$ cat src/rtl/fetch_queue.sv
// Instruction fetch unit feeding a small queue toward IF/ID; latency: one request per cycle with a zero-wait memory,
// head visible the cycle after the ack; backpressure: stall holds the head, requests stop while the queue has no free slot.
// Optional FETCHQ_HALT_PREDECODE_EN: an acked instruction with opcode bits [15:11]==0 halts fetching.
module fetch_queue #(
    parameter int unsigned QDEPTH   = 2,
    parameter logic [15:0] RESET_PC = 16'h0000
) (
    input  logic        clk,
    input  logic        rst,
    input  logic        stall,
    input  logic        redirect,
    input  logic [15:0] redirectPC,
    input  logic        halt,
    output logic        imem_req,
    output logic [15:0] imem_addr,
    input  logic        imem_ack,
    input  logic [15:0] imem_data,
    output logic [15:0] instrOut,
    output logic [15:0] PCOut,
    output logic        validOut,
    output logic        err
);

    localparam int unsigned PW = (QDEPTH > 1) ? $clog2(QDEPTH) : 1;
    localparam int unsigned CW = PW + 1;
    localparam logic [CW-1:0] DEPTH_C = CW'(QDEPTH);

    typedef enum logic [1:0] {IDLE, REQ, DISCARD, HALTED} state_t;

    state_t        state_q;
    logic [15:0]   fetch_pc_q;
    logic [15:0]   imem_addr_q;
    logic          imem_req_q;
    logic          err_q;
    logic          halt_pend_q;
    logic [CW-1:0] count_q;
    logic [CW-1:0] count_d;
    logic [PW-1:0] rd_ptr_q;
    logic [PW-1:0] wr_ptr_q;
    logic [15:0]   instr_mem [QDEPTH];
    logic [15:0]   pc_mem    [QDEPTH];

    logic        push;
    logic        pop;
    logic        halt_eff;
    logic        pd_halt;
    logic [15:0] fetch_pc_inc;

`ifdef FETCHQ_HALT_PREDECODE_EN
    assign pd_halt = (imem_data[15:11] == 5'b00000);
`else
    assign pd_halt = 1'b0;
`endif

    assign halt_eff     = halt | halt_pend_q;
    assign fetch_pc_inc = fetch_pc_q + 16'd2;

    // Data acked while a redirect is in flight belongs to the old path and is never stored.
    always_comb begin
        push    = (state_q == REQ) && imem_ack && !redirect;
        pop     = (count_q != '0) && !stall;
        count_d = count_q;
        if (push && !pop) begin
            count_d = count_q + CW'(1);
        end else if (!push && pop) begin
            count_d = count_q - CW'(1);
        end
    end

    always_ff @(posedge clk) begin
        if (push) begin
            instr_mem[wr_ptr_q] <= imem_data;
            pc_mem[wr_ptr_q]    <= fetch_pc_inc;
        end
    end

    always_ff @(posedge clk or negedge rst) begin
        if (!rst) begin
            state_q     <= IDLE;
            fetch_pc_q  <= RESET_PC;
            imem_addr_q <= 16'h0000;
            imem_req_q  <= 1'b0;
            err_q       <= 1'b0;
            halt_pend_q <= 1'b0;
            count_q     <= '0;
            rd_ptr_q    <= '0;
            wr_ptr_q    <= '0;
        end else begin
            err_q       <= (redirect && redirectPC[0]) ||
                           (imem_ack && (state_q == IDLE || state_q == HALTED));
            halt_pend_q <= halt_pend_q | halt;

            if (redirect) begin
                count_q    <= '0;
                rd_ptr_q   <= '0;
                wr_ptr_q   <= '0;
                fetch_pc_q <= {redirectPC[15:1], 1'b0};
            end else begin
                count_q <= count_d;
                if (push) begin
                    wr_ptr_q   <= wr_ptr_q + PW'(1);
                    fetch_pc_q <= fetch_pc_inc;
                end
                if (pop) begin
                    rd_ptr_q <= rd_ptr_q + PW'(1);
                end
            end

            case (state_q)
                IDLE: begin
                    if (halt_eff) begin
                        state_q <= HALTED;
                    end else if (!redirect && count_q < DEPTH_C) begin
                        state_q     <= REQ;
                        imem_req_q  <= 1'b1;
                        imem_addr_q <= fetch_pc_q;
                    end
                end
                REQ: begin
                    // count_d already includes this ack's push, so a back-to-back request cannot overflow.
                    if (imem_ack) begin
                        if (halt_eff || (push && pd_halt)) begin
                            state_q    <= HALTED;
                            imem_req_q <= 1'b0;
                        end else if (redirect) begin
                            state_q    <= IDLE;
                            imem_req_q <= 1'b0;
                        end else if (count_d < DEPTH_C) begin
                            imem_req_q  <= 1'b1;
                            imem_addr_q <= fetch_pc_inc;
                        end else begin
                            state_q    <= IDLE;
                            imem_req_q <= 1'b0;
                        end
                    end else if (redirect) begin
                        state_q <= DISCARD;
                    end
                end
                DISCARD: begin
                    if (imem_ack) begin
                        imem_req_q <= 1'b0;
                        state_q    <= halt_eff ? HALTED : IDLE;
                    end
                end
                default: begin
                    imem_req_q <= 1'b0;
                end
            endcase
        end
    end

    assign imem_req  = imem_req_q;
    assign imem_addr = imem_addr_q;
    assign err       = err_q;
    assign validOut  = (count_q != '0);
    assign instrOut  = validOut ? instr_mem[rd_ptr_q] : 16'h0000;
    assign PCOut     = validOut ? pc_mem[rd_ptr_q]    : 16'h0000;

endmodule
$ cat config.mk
export PLATFORM = sky130hd
export DESIGN_NAME = fetch_queue
export DESIGN_NICKNAME = d
export VERILOG_FILES = /design/src/rtl/fetch_queue.sv
export SDC_FILE = /design/constraint.sdc
export NUM_CORES = 1
export LEC_CHECK = 0
export CAP_MARGIN = 20
export CORE_ASPECT_RATIO = 0.8
export CORE_MARGIN = 4
export CORE_UTILIZATION = 33
export DETAILED_ROUTE_END_ITERATION = 16
export GPL_TIMING_DRIVEN = 0
export SYNTH_ARGS = -nofsm -noshare
export SYNTH_HDL_FRONTEND = slang
export SYNTH_SLANG_ARGS = --single-unit
export TNS_END_PERCENT = 1
$ cat constraint.sdc
create_clock -name clk -period 4.3 [get_ports clk]
set_input_delay 0.645 -clock clk [delete_from_list [all_inputs] [get_ports clk]]
set_output_delay 0.645 -clock clk [all_outputs]
set_load 0.05 [all_outputs]
-- After elaboration in Yosys (flattened, before gate mapping)
Memory sizes are Yosys's and may differ from the RTL's.
Index checks and enable logic that the tools add are counted.
- output and inout bits: 51
- input bits: 38
- register bits after elaboration: 41
- word-level logic and storage cells: 93
- bits in writable memories: 64
- memories: 2
- bitwise operators: 1
- eq/ne operators: 13
- reductions and logical operators: 23
- multiplexer cells: 38
- order comparisons: 2
- $add $sub $neg: 5
- memory list (name ; words ; width ; read ports ; clocked after memory_dff ; wr ports ; line ; source):
    instr_mem ; 2 ; 16 ; 1 ; 0 ; 1 ; 40 ; logic [15:0] instr_mem [QDEPTH];
    pc_mem ; 2 ; 16 ; 1 ; 0 ; 1 ; 41 ; logic [15:0] pc_mem [QDEPTH];
- operators by type and width (kind ; number):
    2-to-1 mux 16 bit ; 10
    one-hot mux 16 bit (2 select lines) ; 1
    2-to-1 mux 2 bit ; 12
    adder 16 x 2 -> 16 bit, second input constant ; 1
    2-to-1 mux 1 bit ; 13
    inequality test 2 bit, second input constant ; 5
    logical AND 1 bit ; 8
    nonzero test 2 bit ; 4
    AND reduction 7 bit ; 1
    one-hot mux 2 bit (3 select lines) ; 1
    AND reduction 5 bit ; 1
    == test 2 bit, second input constant ; 2
    zero test 1 bit ; 4
    less-than comparator 2 bit, second input constant ; 2
    inequality test 2 x 1 -> 1 bit, second input constant ; 2
    inequality test 4 bit, second input constant ; 1
    AND reduction 4 bit ; 1
    inequality test 3 x 2 -> 1 bit, second input constant ; 1
    inequality test 3 bit, second input constant ; 1
    one-hot mux 1 bit (3 select lines) ; 1
    nonzero test 3 bit ; 1
    adder 1 bit, second input constant ; 2
    adder 2 x 1 -> 2 bit, second input constant ; 1
    == test 2 x 1 -> 1 bit, second input constant ; 1
    other kinds (4) ; 5

-- Longest topological paths before layout
Gate-level depths: netlist (run 1).
- word-level depth: 13
- depth in mapped cells: 9

-- Worst setup path before layout (run 1)
OpenSTA, ideal clock, no wires.
- kind: input-to-reg
- start point: input port redirect
- end point: memory instr_mem[0][0], enable pin
- buffers on the path: 0
- stages on the path: 2
- setup slack: 1.658 ns
- arrival: 2.223 ns
- cells stage by stage: nand3b_2 nor2_1
- word-level cells in the longest chain between the ends: 4
- RTL lines (item ; line ; source):
    start: declaration ; 11 ; input logic redirect,
    zero test 1 bit ; 60 ; push = (state_q == REQ) && imem_ack && !redirect;
    logical AND 1 bit ; 60 ;
    2-to-1 mux 1 bit ; 71 ; if (push) begin
    2-to-1 mux 1 bit (implied by the code) ; 72 ; instr_mem[wr_ptr_q] <= imem_data;
    end: declaration ; 40 ;
No other way between the ends.

-- Final worst setup path (run 1)
- start point: register rd_ptr_q
- end point: output port PCOut[7]
- word-level cells in the longest chain between the ends: 2
- RTL lines (item ; line ; source):
    start: declaration ; 38 ; logic [PW-1:0] rd_ptr_q;
    start signal: assignment ; 105 ; rd_ptr_q <= rd_ptr_q + PW'(1);
    memory (2 x 16 bit) ; - ;
    2-to-1 mux 16 bit ; 157 ; assign PCOut = validOut ? pc_mem[rd_ptr_q] : 16'h0000;
    end: declaration ; 19 ; output logic [15:0] PCOut,
No other way between the ends.

==> run summary, run 1 <==
The flow ran to the end, and the final reports show no timing, DRC or antenna violations. The count of buffers from port buffering is 86. The area share of and/or/nand/nor cells after synthesis is 10.8%.

By startpoint and endpoint, the worst setup path is classified as flop to output port. For the core region area, the log shows 14200 sq um. The instance count after placement with tap cells included is 657.

The end-of-flow core utilization is 43.7%. Cells with a size suffix above 1 make up 11.9% of the layout. The remaining design rule violation count was 0.

Detailed-route via count: 3035. Summing the areas of all compound-gate instances in the mapped netlist gives 3.87% of the synthesized area. In the routed layout, each cell is associated on average with a via count of 4.51. The post-layout minimum cycle time was 3.32 ns. Max-cap violations in this run came to 0. Net switching is 40.6% of the power. The total of endpoints with negative setup slack in the final report was 0. In this run the cell area of the synthesized design comes to 4790 sq um.

The fraction of registers with async set/reset was 38.6%; the sum of net half-perimeters after detailed placement was 7270 um. Class of the tightest hold or removal check: input pin to async pin. The xor and xnor fraction of the mapped netlist area was 8.41%; the maximum number of pins on one net before global-route repair was 35. The number of rows created at floorplan is 39, and the worst setup skew after layout is 0.00727 ns.

The initial core utilization is 33.6%. The dominant register cell in the synthesized netlist is sky130_fd_sc_hd__edfxtp_1. Overall power consumption after layout is estimated at 4.05 mW.

In this run the post-CTS setup repair buffer count came out at 0. The library cells used most frequently in the layout, excluding fill and tap cells, are sky130_fd_sc_hd__clkdlybuf4s50_1 (85), sky130_fd_sc_hd__edfxtp_1 (62), sky130_fd_sc_hd__nor2_1 (43), sky130_fd_sc_hd__nand2_1 (41), sky130_fd_sc_hd__dfrtp_1 (39). The tools report the final worst hold slack as 0.131 ns. Measured along the y axis, the die boundary spans 116 um. The sequential cell fraction of total power is 31.3%. The power density over the cells was 651 nW/um^2; the residual antenna-violating net count after detailed routing was 0.

The depth of the CTS H-tree was 3. The repair_antennas step left the layout with diodes totalling 0. The number of global-route vias before repair is 3027, and the clock-pin transition on the worst setup and hold timing paths is 0.07 ns. Root buffer cell: sky130_fd_sc_hd__clkbuf_16. The sequential fraction of the synthesis area was 59.3%. TritonCTS built the clock tree. The overall routing resource usage is 12.6%. The dominant combinational cell family by area after synthesis was multiplexers. For the achievable frequency, the log shows 0.301 GHz.

The run gives 385 as the number of instances in the synthesized netlist. Synthesis inferred 101 register bits. Relative area change from synthesis to final layout: 29.9%. STA puts the critical path data required time at 3.65 ns.

The internal power of the cells totals 2.41 mW. For the final-stage net count, the log shows 528. Dividing the detail-routed wire length by the instance count gives 15.2 um. The number of antenna violations at the first check in global routing came out at 0. The critical-path maximum fanout came out at 10. The number of hold buffers added after CTS was 0. Setup repair after global routing left no endpoint under its margin. In the synthesized netlist, mux cells make up 11.7% of the area. For the full die area, the log shows 16500 sq um.

The logs give 0.845 for the final estimated routing congestion in global placement and 89 for the count of boundary I/O pins. The count of pins over their slew limit was 0. Global routing finished with a remaining overflow of 0.

The number of enable flip-flop cells after synthesis was 62; the number of hold-slack violations in the final timing report was 0. The first routing iteration left 170 violations. CTS saw 101 sinks. STA classifies the critical path startpoint as a flop. The worst setup path is captured at an output port. Of the total synthesized cell area, the portion taken by full adders, half adders and majority gates is 1.57%. The final critical path takes up 77.2% of the cycle. The logs give 0.34 ns for the clock latency on the worst-skew pair and 2.67 ns for the data arrival time of the critical path. Sorting the synthesized cells by area gives the leading types as sky130_fd_sc_hd__edfxtp_1 (39%), sky130_fd_sc_hd__dfrtp_1 (20%), sky130_fd_sc_hd__mux2i_1 (6.9%), sky130_fd_sc_hd__xnor2_1 (4.6%), sky130_fd_sc_hd__xor2_1 (3.8%). The share of the synthesized area in the top cell type came out at 38.9%. In this run, the clock network consumes 20.9% of the power.

Count of warnings emitted by yosys: 0. Combinational group share of total power: 47.9%. Synthesis instantiated 43 different standard cells from the library. Excluding fillers, the count of instances in the completed layout stands at 673. The horizontal die dimension was 143 um; the wire length of the first global-routing pass was 16100 um. The average instance in the mapped netlist occupies 12.4 sq um. The leakage component of the power was 2.26 nW; the remaining max-slew budget at the tightest pin was 38.7%. The iteration count of the initial detailed-routing pass came out at 4.

In this run the power spent charging and discharging nets is 1.65 mW. Counting the fill cells in the layout gives 1315. Slew at the pin closest to its max-slew limit: 0.917 ns.

Counting along the longest clock path gives a buffer depth of 2. TritonCTS created 9 clock buffers. Gates resized during post-CTS repair numbered 0. The run gives 358 uV as the peak supply drop. The run gives 10200 um as the final wirelength. The synthesized design spends more area on one cell type than any other, namely sky130_fd_sc_hd__edfxtp_1. For the sum of negative setup slack, the log shows 0 ns. The most frequent standard cell in the layout excluding fill and tap cells is sky130_fd_sc_hd__clkdlybuf4s50_1.
-- layer usage --
layer	track usage [%]	part of all wire, %
met5	0	0
met4	2.85	0.81
met3	3.75	6.3
met2	18.8	44
met1	18.2	49
-- path summary, 6_finish.rpt --
check                           start              to  slack, ns  cells after the start
max                          rd_ptr_q        PCOut[7]       0.98                      5
min                               rst        imem_req       0.13                      1
max reg2reg                state_q[1]   imem_addr[12]       1.76                      8
min reg2reg                  imem_req        imem_req       0.49                      2
max in group asynchronous         rst  fetch_pc_q[13]       3.73                      2
min in group clk             imem_req        imem_req       0.49                      2
-- through the flow --
stage               cell area [sq um]  setup WS, ns
floorplan                        4790          1.66
global placement                 5880         0.381
detailed placement               5910          1.24
CTS                              6220         0.929
global route                     6220         0.797
finish                           6220         0.982
-- synthesized netlist by cell type, types with 2 or more instances --
master                     number
sky130_fd_sc_hd__mux2_4        10
sky130_fd_sc_hd__o21ai_0       18
sky130_fd_sc_hd__clkbuf_1       9
sky130_fd_sc_hd__nand4_1        5
sky130_fd_sc_hd__buf_6          2
sky130_fd_sc_hd__nor3_1         3
sky130_fd_sc_hd__buf_1          3
sky130_fd_sc_hd__nor2_1        44
sky130_fd_sc_hd__dfrtp_1       39
sky130_fd_sc_hd__buf_4          4
sky130_fd_sc_hd__mux2_2         7
sky130_fd_sc_hd__clkbuf_8       3
sky130_fd_sc_hd__nand3_1        8
sky130_fd_sc_hd__xor2_1        21
sky130_fd_sc_hd__inv_1         10
sky130_fd_sc_hd__buf_2          3
sky130_fd_sc_hd__mux2i_1       33
sky130_fd_sc_hd__nor4_1         3
sky130_fd_sc_hd__xnor2_1       25
sky130_fd_sc_hd__ha_1           6
sky130_fd_sc_hd__nand2_1       41
sky130_fd_sc_hd__a31oi_1        3
sky130_fd_sc_hd__a21oi_1        2
sky130_fd_sc_hd__clkbuf_2       3
sky130_fd_sc_hd__edfxtp_1      62
-- cell families (layout without fill, tap and decap cells) --
logic type	after synthesis	after routing
adders and majority gates	6	6
buffers and inverters	37	140
AOI/OAI and AO/OA	29	29
other	1	2
DFF	101	101
muxes	50	50
and+or+nand+nor	115	115
xor gates and xnor gates	46	46
-- sequential cells by signal, summed over array words and instances, names as in the netlist --
signal / cells
halt_pend_q: 1
imem_req: 1
err: 1
instr_mem: 32
fetch_pc_q: 15
rd_ptr_q: 1
state_q: 2
wr_ptr_q: 1
count_q: 2
imem_addr: 15
pc_mem: 30
-- power groups by stage --
stage	clock [mW]	sequential, mW	combinational [mW]
after floorplan	0	1.53	1.10
after global placement	0	1.28	1.93
after detailed placement	0	1.29	1.95
after CTS	0.867	1.27	1.96
after global routing	0.916	1.28	2.06
final	0.845	1.27	1.94
-- layout make-up --
class                           instances  area, sq um  share of cell area [%]
Multi-Input combinational cell        248         1760                    28.2
Tap cell                              184          230                    3.70
Sequential cell                       101         2840                    45.6
Buffer                                 27          169                    2.71
Timing Repair Buffer                   87          876                    14.1
Clock inverter                          7         90.1                    1.45
Inverter                               10         37.5                   0.603
Clock buffer                            9          225                    3.62
-- critical path: stages, from the launching register on --
cell,delay [ns]
sky130_fd_sc_hd__dfrtp_1,0.33
sky130_fd_sc_hd__clkbuf_1,0.25
sky130_fd_sc_hd__buf_1,0.60
sky130_fd_sc_hd__mux2i_1,0.21
sky130_fd_sc_hd__nor2_1,0.13
sky130_fd_sc_hd__clkdlybuf4s50_1,0.81
(Power assumes the default switching activity.)
==> inputs of run 2 (changes only) <==
==> constraint.sdc (replaced) <==
create_clock -name clk -period 3.2 [get_ports clk]
set_input_delay 0.48 -clock clk [delete_from_list [all_inputs] [get_ports clk]]
set_output_delay 0.48 -clock clk [all_outputs]
set_load 0.05 [all_outputs]
==> run summary, run 2 (same netlist as run 1, synthesis figures left out) <==
The root buffer cell chosen for the clock tree is sky130_fd_sc_hd__clkbuf_16. Horizontal die dimension: 143 um (unchanged). Setup repair after global routing left no endpoint under its margin. For the worst setup skew after layout, the log shows 0.00790 ns (+0.000629 ns).

The core region area came out at 14200 sq um (unchanged). The part of the power in the clock network is 20.9% (about the same). For the worst-case clock buffer depth, the log shows 2 (unchanged).

For the number of setup buffers added after CTS, the log shows 0 (unchanged). The number of gates on the worst path with buffers counted was 6 (+1); the number of maximum-capacitance violations was 0 (unchanged). The proportion of layout cells with a drive suffix above 1 works out to 12.4% (+0.59 points). The vias per cell is 4.50 (-0.21%), and the initial core utilization is 33.6% (unchanged). The tools report the remaining design rule violation count as 0 (unchanged). For the sum of net half-perimeters after detailed placement, the log shows 7270 um (unchanged). The leakage component of the power is 2.27 nW (+0.67%). The number of hold-slack violations in the final timing report is 0 (unchanged).

The sequential cell fraction of total power is 31.3% (about the same), and the switching share of total power is 40.6% (about the same). Remaining max-slew budget at the tightest pin: 38.8% (+0.11 points). Number of buffer and inverter instances along the worst setup path: 4 (+1). The number of fill cells in the layout is 1314 (-0.076%).

The run gives 101 (unchanged) as the number of sinks handled by clock tree synthesis. Traced cell by cell, the critical path runs through inv_1 -> ha_1 -> clkbuf_8 -> clkbuf_1 -> nor2_1 -> clkdlybuf4s50_1. STA classifies the critical path endpoint as an output port. The category of cells accounting for the largest share of critical-path delay is buffers and inverters. The peak supply drop is 481 uV (+34%).

The run gives 3 (unchanged) as the depth of the CTS H-tree. Derived from the worst setup path, the maximum achievable clock frequency is 0.349 GHz. The count of pins over their slew limit was 0 (unchanged); the flip-flop count of the largest register after layout was 32 (unchanged). The area growth from synthesis to layout is 30.2%. The tools report the internal power of the cells as 3.23 mW (+34%). The class of the tightest hold or removal check is flop to flop. The count of buffers from port buffering was 86 (unchanged).

For the number of antenna violations at the first check in global routing, the log shows 0 (unchanged). In the layout the commonest cells are sky130_fd_sc_hd__clkdlybuf4s50_1 (85), sky130_fd_sc_hd__edfxtp_1 (62), sky130_fd_sc_hd__nor2_1 (43), sky130_fd_sc_hd__nand2_1 (41), sky130_fd_sc_hd__dfrtp_1 (39). The tools report the final wirelength as 10300 um (+0.27%). The critical-path maximum fanout was 10 (unchanged). The total congestion overflow after global routing is 0 (unchanged). The overall routing resource usage came out at 12.6% (about the same).

The timing endpoint of the critical path is PCOut[5]. The final-stage net count came out at 529 (+0.19%). The clock latency on the worst-skew pair was 0.34 ns (about the same); the slack of the worst reg-to-reg path was 0.67 ns (-1.09 ns).

The total clock buffers created by CTS was 9 (unchanged); the overall die height was 116 um (unchanged). The largest registers in the layout are instr_mem x32, pc_mem x30. The required time of the critical path is 2.72 ns (-0.93 ns). For the number of design-rule violations left by the first detailed-router iteration, the log shows 184 (+8.2%).

The stage delay of the slowest cell on the critical path is 0.84 ns (+0.03 ns). The run gives 39 (unchanged) as the number of rows created at floorplan. The slowest stage of the critical path belongs to the cell sky130_fd_sc_hd__clkdlybuf4s50_1. The startpoint identified for the worst register-to-register timing path is state_q[1]. Sum of negative setup slack: 0 ns (unchanged).

For the wire length of the first global-routing pass, the log shows 16100 um (+0.12%). The critical path starts at count_q[1]. Iteration count of the initial detailed-routing pass: 4 (unchanged). The detailed-route via count is 3033 (-0.066%), and the wire length per cell after detailed routing is 15.2 um (+0.12%). Full die area: 16500 sq um (unchanged). The run gives 3032 (+0.17%) as the number of global-route vias before repair. The maximum number of pins on one net before global-route repair came out at 35 (unchanged).

The count of boundary I/O pins was 89 (unchanged); the share of the clock period used by the worst path was 89.5%. Power density over the cells: 874 nW/um^2 (+34%). The flow ran to the end, and the final reports show no timing, DRC or antenna violations. The total of endpoints with negative setup slack in the final report was 0 (unchanged). The end of the worst register-to-register path is imem_addr[12].

For the net switching power, the log shows 2.21 mW (+35%). Largest register by flop count: instr_mem. TritonCTS built the clock tree. The clock-pin transition on the worst setup and hold timing paths was 0.07 ns (about the same); the data arrival time of the critical path was 2.38 ns (-0.29 ns).

The residual antenna-violating net count after detailed routing came out at 0 (unchanged). The depth of the most critical reg-to-reg path is 8 (unchanged). The final estimated routing congestion in global placement is 0.845 (unchanged). Combinational group share of total power: 47.9% (about the same). The run gives 43.8% (+0.097 points) as the end-of-flow core utilization. The antenna diode count was 0 (unchanged). The worst setup path is of the flop to output port kind.

The clock period could shrink to 2.86 ns. The nature of the critical path startpoint is a flop. The library cell used most frequently in the layout, excluding fill and tap cells, is sky130_fd_sc_hd__clkdlybuf4s50_1. The slew at the pin closest to its max-slew limit works out to 0.915 ns (-0.00163 ns).
## run 2: how the worst min path moves through the flow
stage,startpoint,endpoint,depth (start not counted)
floorplan,rst,count_q[0],0
global placement,imem_req,imem_req,2
detailed placement,rst,halt_pend_q,1
CTS,imem_req,imem_req,2
global route,imem_req,imem_req,2
finish,imem_req,imem_req,2
## run 2: cell type report
type | count | area [sq um] | area share, %
timing repair buffer | 88 | 886 | 14.2
sequential | 101 | 2840 | 45.5
buffer | 27 | 173 | 2.77
inverter | 10 | 37.5 | 0.602
tap | 184 | 230 | 3.69
clock inverter | 7 | 90.1 | 1.44
multi-input combinational | 248 | 1760 | 28.2
clock buffer | 9 | 225 | 3.61
## run 2: layer usage
metal	global-route usage, %	part of all wire, %	vias up
met2	18.8	44	90
met5	0	0	-
met1	18.2	49	1420
li1	-	-	1514
met3	3.75	5.9	9
met4	2.85	0.81	0
## run 2: worst min-delay path, stage by stage, from the launching register on
cell and delay (ns):
sky130_fd_sc_hd__dfrtp_1 0.35, sky130_fd_sc_hd__nand2_1 0.05, sky130_fd_sc_hd__o21ai_0 0.06
## run 2: power by group through the flow
stage          clock network [mW]  logic [mW]  registers [mW]
2_1_floorplan                   0        1.47            2.06
3_3_place_gp                    0        2.59            1.73
3_5_place_dp                    0        2.62            1.73
4_1_cts                      1.16        2.63            1.71
5_1_grt                      1.23        2.77            1.72
6_report                     1.14        2.61            1.70
## run 2: what timing repair did
action                                  CTS  global route
hold endpoints to repair                  5             0
endpoints found under the setup margin    1            20
hold buffers                              1             0
gates resized for setup                   1             2
cloned                                    0             0
## run 2: stage by stage
step	total power, mW	hold WS, ns	setup WS (ns)	instances	cell area (sq um)
detailed placement	4.34	0.330	0.305	657	5910
finish	5.45	0.489	0.335	674	6240
global route	5.72	0.523	0.194	674	6240
floorplan	3.54	0.184	0.651	386	4790
CTS	5.50	0.494	0.0354	674	6230
global placement	4.32	0.480	-0.554	656	5880
==> inputs of run 3 (changes only) <==
--- a/config.mk
+++ b/config.mk
@@ -6,11 +6,15 @@
 export NUM_CORES = 1
 export LEC_CHECK = 0
 export CAP_MARGIN = 20
+export CELL_PAD_IN_SITES_DETAIL_PLACEMENT = 1
+export CELL_PAD_IN_SITES_GLOBAL_PLACEMENT = 2
 export CORE_ASPECT_RATIO = 0.8
 export CORE_MARGIN = 4
 export CORE_UTILIZATION = 33
 export DETAILED_ROUTE_END_ITERATION = 16
 export GPL_TIMING_DRIVEN = 0
+export PLACE_DENSITY_LB_ADDON = 0.1
+export SKIP_CTS_REPAIR_TIMING = 1
 export SYNTH_ARGS = -nofsm -noshare
 export SYNTH_HDL_FRONTEND = slang
 export SYNTH_SLANG_ARGS = --single-unit
==> run summary, run 3 (same netlist as run 1, synthesis figures left out) <==
The min-delay analysis places its worst path in the category input pin to async pin. The largest register by flop count was instr_mem. The slew at the pin closest to its max-slew limit works out to 0.786 ns (-0.129 ns).

The share of the clock period used by the worst path was 90.8% (+1.3 points). The depth of the most critical reg-to-reg path is 8 (unchanged). The tools report the number of sinks handled by clock tree synthesis as 101 (unchanged). The cell sitting at the root of the clock tree is a sky130_fd_sc_hd__clkbuf_16.

The horizontal die dimension was 143 um (unchanged); the depth of the CTS H-tree was 3 (unchanged). The remaining max-slew budget at the tightest pin was 47.6% (+8.8 points). The achievable frequency was 0.344 GHz (-1.4%); the placed standard-cell area was 5940 sq um (+0.59%). STA classifies the critical path endpoint as an output port. The startpoint identified for the worst register-to-register timing path is state_q[1]. The clock-pin transition on the worst setup and hold timing paths was 0.07 ns (about the same). The endpoint identified for the worst register-to-register timing path is imem_addr[11].

The tools report the maximum number of pins on one net before global-route repair as 32 (-8.6%). The logs give 9 (unchanged) for the total clock buffers created by CTS and 2 (unchanged) for the worst-case clock buffer depth. Proportion of layout cells with a drive suffix above 1: 12.7% (+0.20 points). In the final layout, the registers with the most flip-flops are instr_mem x32, pc_mem x30.

The critical path ends at instrOut[9]. The number of hold-slack violations in the final timing report came out at 0 (unchanged). The total of endpoints with negative setup slack in the final report came out at 0 (unchanged).

The core region area is 14200 sq um (unchanged). The final wirelength was 11200 um (+9.0%); the post-layout minimum cycle time was 2.91 ns (+0.0414 ns). The launching instance or port of the critical path is count_q[1].

Leaving out fill and tap cells, the most frequent cell in the layout is sky130_fd_sc_hd__clkdlybuf4s50_1. The count of buffers from port buffering was 86 (unchanged). The clock latency on the worst-skew pair was 0.35 ns (about the same). The logs give 529 (unchanged) for the final-stage net count and 2.28 nW (+0.25%) for the leakage component of the power. The count of boundary I/O pins is 89 (unchanged), and the peak supply drop is 489 uV (+1.6%). The run gives 0 (unchanged) as the residual antenna-violating net count after detailed routing.

Setup repair after global routing left no endpoint under its margin. Overall routing resource usage: 14.4% (+1.8 points). The full die area came out at 16500 sq um (unchanged).

The total congestion overflow after global routing came out at 0 (unchanged). The end-of-flow core utilization is 43.8% (+0.053 points), and the critical-path maximum fanout is 10 (unchanged). The wire length of the first global-routing pass is 18000 um (+12%).

The number of design-rule violations left by the first detailed-router iteration is 102 (-45%). The detailed-route via count is 3059 (+0.86%), and the flip-flop count of the largest register after layout is 32 (unchanged). The tools report the number of antenna violations at the first check in global routing as 0 (unchanged). For the initial core utilization, the log shows 33.6% (unchanged).

The logs give 0.66 ns (about the same) for the slack of the worst reg-to-reg path and 4 (unchanged) for the iteration count of the initial detailed-routing pass. The antenna diode count came out at 0 (unchanged). Type of the worst setup path: flop to output port. The run gives 7930 um (+9.1%) as the sum of net half-perimeters after detailed placement. The count of pins over their slew limit was 0 (unchanged). In the layout the commonest cells are sky130_fd_sc_hd__clkdlybuf4s50_1 (85), sky130_fd_sc_hd__edfxtp_1 (62), sky130_fd_sc_hd__nor2_1 (43), sky130_fd_sc_hd__nand2_1 (41), sky130_fd_sc_hd__dfrtp_1 (39). The power density over the cells was 871 nW/um^2 (-0.33%); the wire length per cell after detailed routing was 16.6 um (+9.0%). The vias per cell came out at 4.54 (+0.86%). The number of rows created at floorplan came out at 39 (unchanged). TritonCTS built the clock tree. STA classifies the critical path startpoint as a flop. Required time of the critical path: 2.72 ns (about the same). The tools report the data arrival time of the critical path as 2.43 ns (+0.05 ns). The tools report the number of global-route vias before repair as 3261 (+7.6%). Remaining design rule violation count: 0 (unchanged).

The logs give 0 (unchanged) for the number of maximum-capacitance violations and 0.00393 ns (-0.00397 ns) for the worst setup skew after layout. The overall die height works out to 116 um (unchanged). The tools report the final standard cell area without fillers as 6240 sq um (+0.12%).

The relative area change from synthesis to final layout was 30.4%; the final estimated routing congestion in global placement was 0.717 (-15%). The flow ran to the end, and the final reports show no timing, DRC or antenna violations.
[run 3: final cells by class]
type | count | area [sq um]
multi-input cells | 248 | 1760
fillers | 1490 | 8010
clock inverters | 6 | 68.8
well taps | 184 | 230
repair buffers | 88 | 911
flip-flops and latches | 101 | 2840
plain buffers | 27 | 173
clock buffers | 10 | 229
inverters | 10 | 37.5
[run 3: how the worst min path moves through the flow]
stage / depth (start not counted) / start / endpoint
floorplan: 0 / rst / count_q[0]
global placement: 2 / imem_req / imem_req
detailed placement: 2 / imem_req / imem_req
CTS: 1 / rst / imem_addr[7]
global route: 1 / rst / imem_addr[7]
finish: 1 / rst / imem_addr[7]
[run 3: metal layers]
metal  share of wire (%)  vias to the layer above  track usage (%)
met5                   0                        -                0
met4                 1.1                        0             3.61
met3                 4.7                       12             4.08
met2                  44                       74             21.6
met1                  51                     1464             20.8
li1                    -                     1509                -
[run 3: power by group]
| part | leakage, nW | internal [mW] | switching, mW | total (mW) |
|---|---|---|---|---|
| logic | 1.10 | 0.968 | 1.67 | 2.63 |
| registers | 1.04 | 1.60 | 0.107 | 1.70 |
| clock network | 0.139 | 0.612 | 0.489 | 1.10 |
| total | 2.28 | 3.18 | 2.26 | 5.44 |
[run 3: per-stage QoR]
step                      instances  setup TNS [ns]  total power, mW  hold slack, ns  setup WS [ns]
after global routing            674               0             5.74           0.154          0.117
after detailed placement        658               0             4.40           0.486          0.287
final                           674               0             5.44           0.112          0.294
after floorplan                 386               0             3.54           0.184          0.651
after CTS                       674          -0.197             5.53           0.130        -0.0348
after global placement          656          -20.60             4.36           0.478         -0.666
[run 3: worst max-delay path, cell delays in order, from the launching register on]
cell,delay (ns)
sky130_fd_sc_hd__dfrtp_1,0.40
sky130_fd_sc_hd__inv_1,0.06
sky130_fd_sc_hd__ha_1,0.18
sky130_fd_sc_hd__clkbuf_8,0.16
sky130_fd_sc_hd__clkbuf_1,0.24
sky130_fd_sc_hd__nor2_1,0.21
sky130_fd_sc_hd__clkdlybuf4s50_1,0.82
==> patch (settings of run 3) <==
Add a define of `FETCHQ_HALT_PREDECODE_EN`.
--- a/src/rtl/fetch_queue.sv
+++ b/src/rtl/fetch_queue.sv
@@ -1,6 +1,8 @@
 // Instruction fetch unit feeding a small queue toward IF/ID; latency: one request per cycle with a zero-wait memory,
 // head visible the cycle after the ack; backpressure: stall holds the head, requests stop while the queue has no free slot.
 // Optional FETCHQ_HALT_PREDECODE_EN: an acked instruction with opcode bits [15:11]==0 halts fetching.
+`define FETCHQ_HALT_PREDECODE_EN
+
 module fetch_queue #(
     parameter int unsigned QDEPTH   = 2,
     parameter logic [15:0] RESET_PC = 16'h0000
Formal check against the unedited RTL: not equivalent (Yosys sat finds a counterexample within 4 cycles, from zero or initial values and one cycle with rst low).
==> patch against run 3 <==
Sequential cell count unchanged. Sequential share of layout area down 0.89 points. Highest routed layer unchanged. Total power up 10%. Worst setup slack worse by 0.10 ns. Routed wire length up 6.5%. Critical path type unchanged. Design area up 2.0%. Area after synthesis up 1.5%. Via count up 9.1%. Largest cell class unchanged.
==> patch: results (changes against run 3) <==
INFO  metric status = finished, final reports clean (unchanged)
INFO  metric p_leak = 2.36 nW (was 2.28 nW)
INFO  metric nets = 559 (was 529)
INFO  metric drive_above_1_share = 10.4% (was 12.7%)
INFO  metric ys_top_cells_by_count = sky130_fd_sc_hd__edfxtp_1, sky130_fd_sc_hd__nor2_1, sky130_fd_sc_hd__dfrtp_1, sky130_fd_sc_hd__nand2_1, sky130_fd_sc_hd__mux2i_1 (was sky130_fd_sc_hd__edfxtp_1, sky130_fd_sc_hd__nor2_1, sky130_fd_sc_hd__nand2_1, sky130_fd_sc_hd__dfrtp_1, sky130_fd_sc_hd__mux2i_1)
INFO  metric wl_met3 = 672 um (was 527 um)
INFO  metric grt.total_usage = 14.9% (was 14.4%)
INFO  metric fin_skew = 0.00595 ns (was 0.00393 ns)
INFO  metric via_count_of_the_first_global_routing_pass = 3,478 (was 3,261)
INFO  metric crit_arrival = 2.53 ns (was 2.43 ns)
INFO  metric fill_cells = 1,518 (was 1,490)
INFO  metric peakVddDrop = 0.000408 V (was 0.000489 V)
INFO  metric globalRouteMet3Util = 4.46% (was 4.08%)
INFO  metric seq_area_frac_synth = 58.4% (was 59.3%)
INFO  metric instances_no_fill = 704 (was 674)
INFO  metric critical_path.reg2reg.endpoint = instr_mem[0][13] (was imem_addr[11])
INFO  metric synth.top_cells.by_area = sky130_fd_sc_hd__edfxtp_1, sky130_fd_sc_hd__dfrtp_1, sky130_fd_sc_hd__mux2i_1, sky130_fd_sc_hd__nor2_1, sky130_fd_sc_hd__xnor2_1 (was sky130_fd_sc_hd__edfxtp_1, sky130_fd_sc_hd__dfrtp_1, sky130_fd_sc_hd__mux2i_1, sky130_fd_sc_hd__xnor2_1, sky130_fd_sc_hd__xor2_1)
INFO  metric hpwlAfterDp = 8.77 mm (was 7.93 mm)
INFO  metric drt_first_iter_violations = 144 (was 102)
INFO  metric grt.met2_usage = 22.9% (was 21.6%)
INFO  metric final_replace_weighted_congestion = 0.780 (was 0.717)
INFO  metric met1_routed_wirelength_after_detailed_routing = 5.91 mm (was 5.67 mm)
INFO  metric via_per_inst = 4.74 (was 4.54)
INFO  metric route.final.wire_length = 11.9 mm (was 11.2 mm)
INFO  metric met2RoutedLength = 5.28 mm (was 4.87 mm)
INFO  metric regToRegSetupSlack = 0.55 ns (was 0.66 ns)
INFO  metric ys_types = 49 (was 43)
-- patch: cell types whose count changed in the layout (fill, tap and decap cells not counted), sizes merged, moves of 4 or more --
| cell | change |
|---|---|
| buf | +10 |
| nor2 | +11 |
| nor3 | +7 |
| clkbuf | -7 |
| nand3 | +4 |
-- patch: metrics by stage --
step	power, mW	instance area, sq um	setup slack (ns)
floorplan	3.79	4870	0.489
global placement	4.71	5950	-0.994
detailed placement	4.77	6010	0.150
CTS	6.07	6360	0.0181
global route	6.33	6370	0.00884
finish	5.98	6370	0.193
-- patch: cell type report --
cell class                      count  area, sq um  share of cell area (%)
Tap cell                          184          230                    3.61
Clock inverter                      7          128                    2.00
Clock buffer                        9          225                    3.54
Multi-Input combinational cell    274         1850                    29.1
Buffer                             30          150                    2.36
Timing Repair Buffer               88          906                    14.2
Inverter                           11         41.3                   0.648
Sequential cell                   101         2840                    44.6
-- patch: where the power goes --
group | internal [mW] | leakage [nW] | switching (mW)
Sequential | 1.63 | 1.04 | 0.110
Combinational | 1.04 | 1.15 | 1.95
Clock | 0.776 | 0.173 | 0.484
Total | 3.44 | 2.36 | 2.54
-- patch: how the worst max path moves through the flow --
stage	slack, ns	cells after the start	startpoint	to
floorplan	0.49	5	state_q[1]	instr_mem[0][0]
global placement	-0.99	4	redirect	instr_mem[0][3]
detailed placement	0.15	6	redirect	instr_mem[0][3]
CTS	0.02	5	rd_ptr_q	PCOut[4]
global route	0.009	6	count_q[1]	instrOut[1]
finish	0.19	6	count_q[1]	PCOut[6]
-- patch: cells by family after synthesis --
kind of cell               synth area share (%)
and+or+nand+nor                            12.4
xor gates and xnor gates                   7.75
DFF                                        58.4
other                                    0.0771
AOI/OAI and AO/OA                          5.17
buffers and inverters                      3.91
muxes                                      10.8
adders and majority gates                  1.54
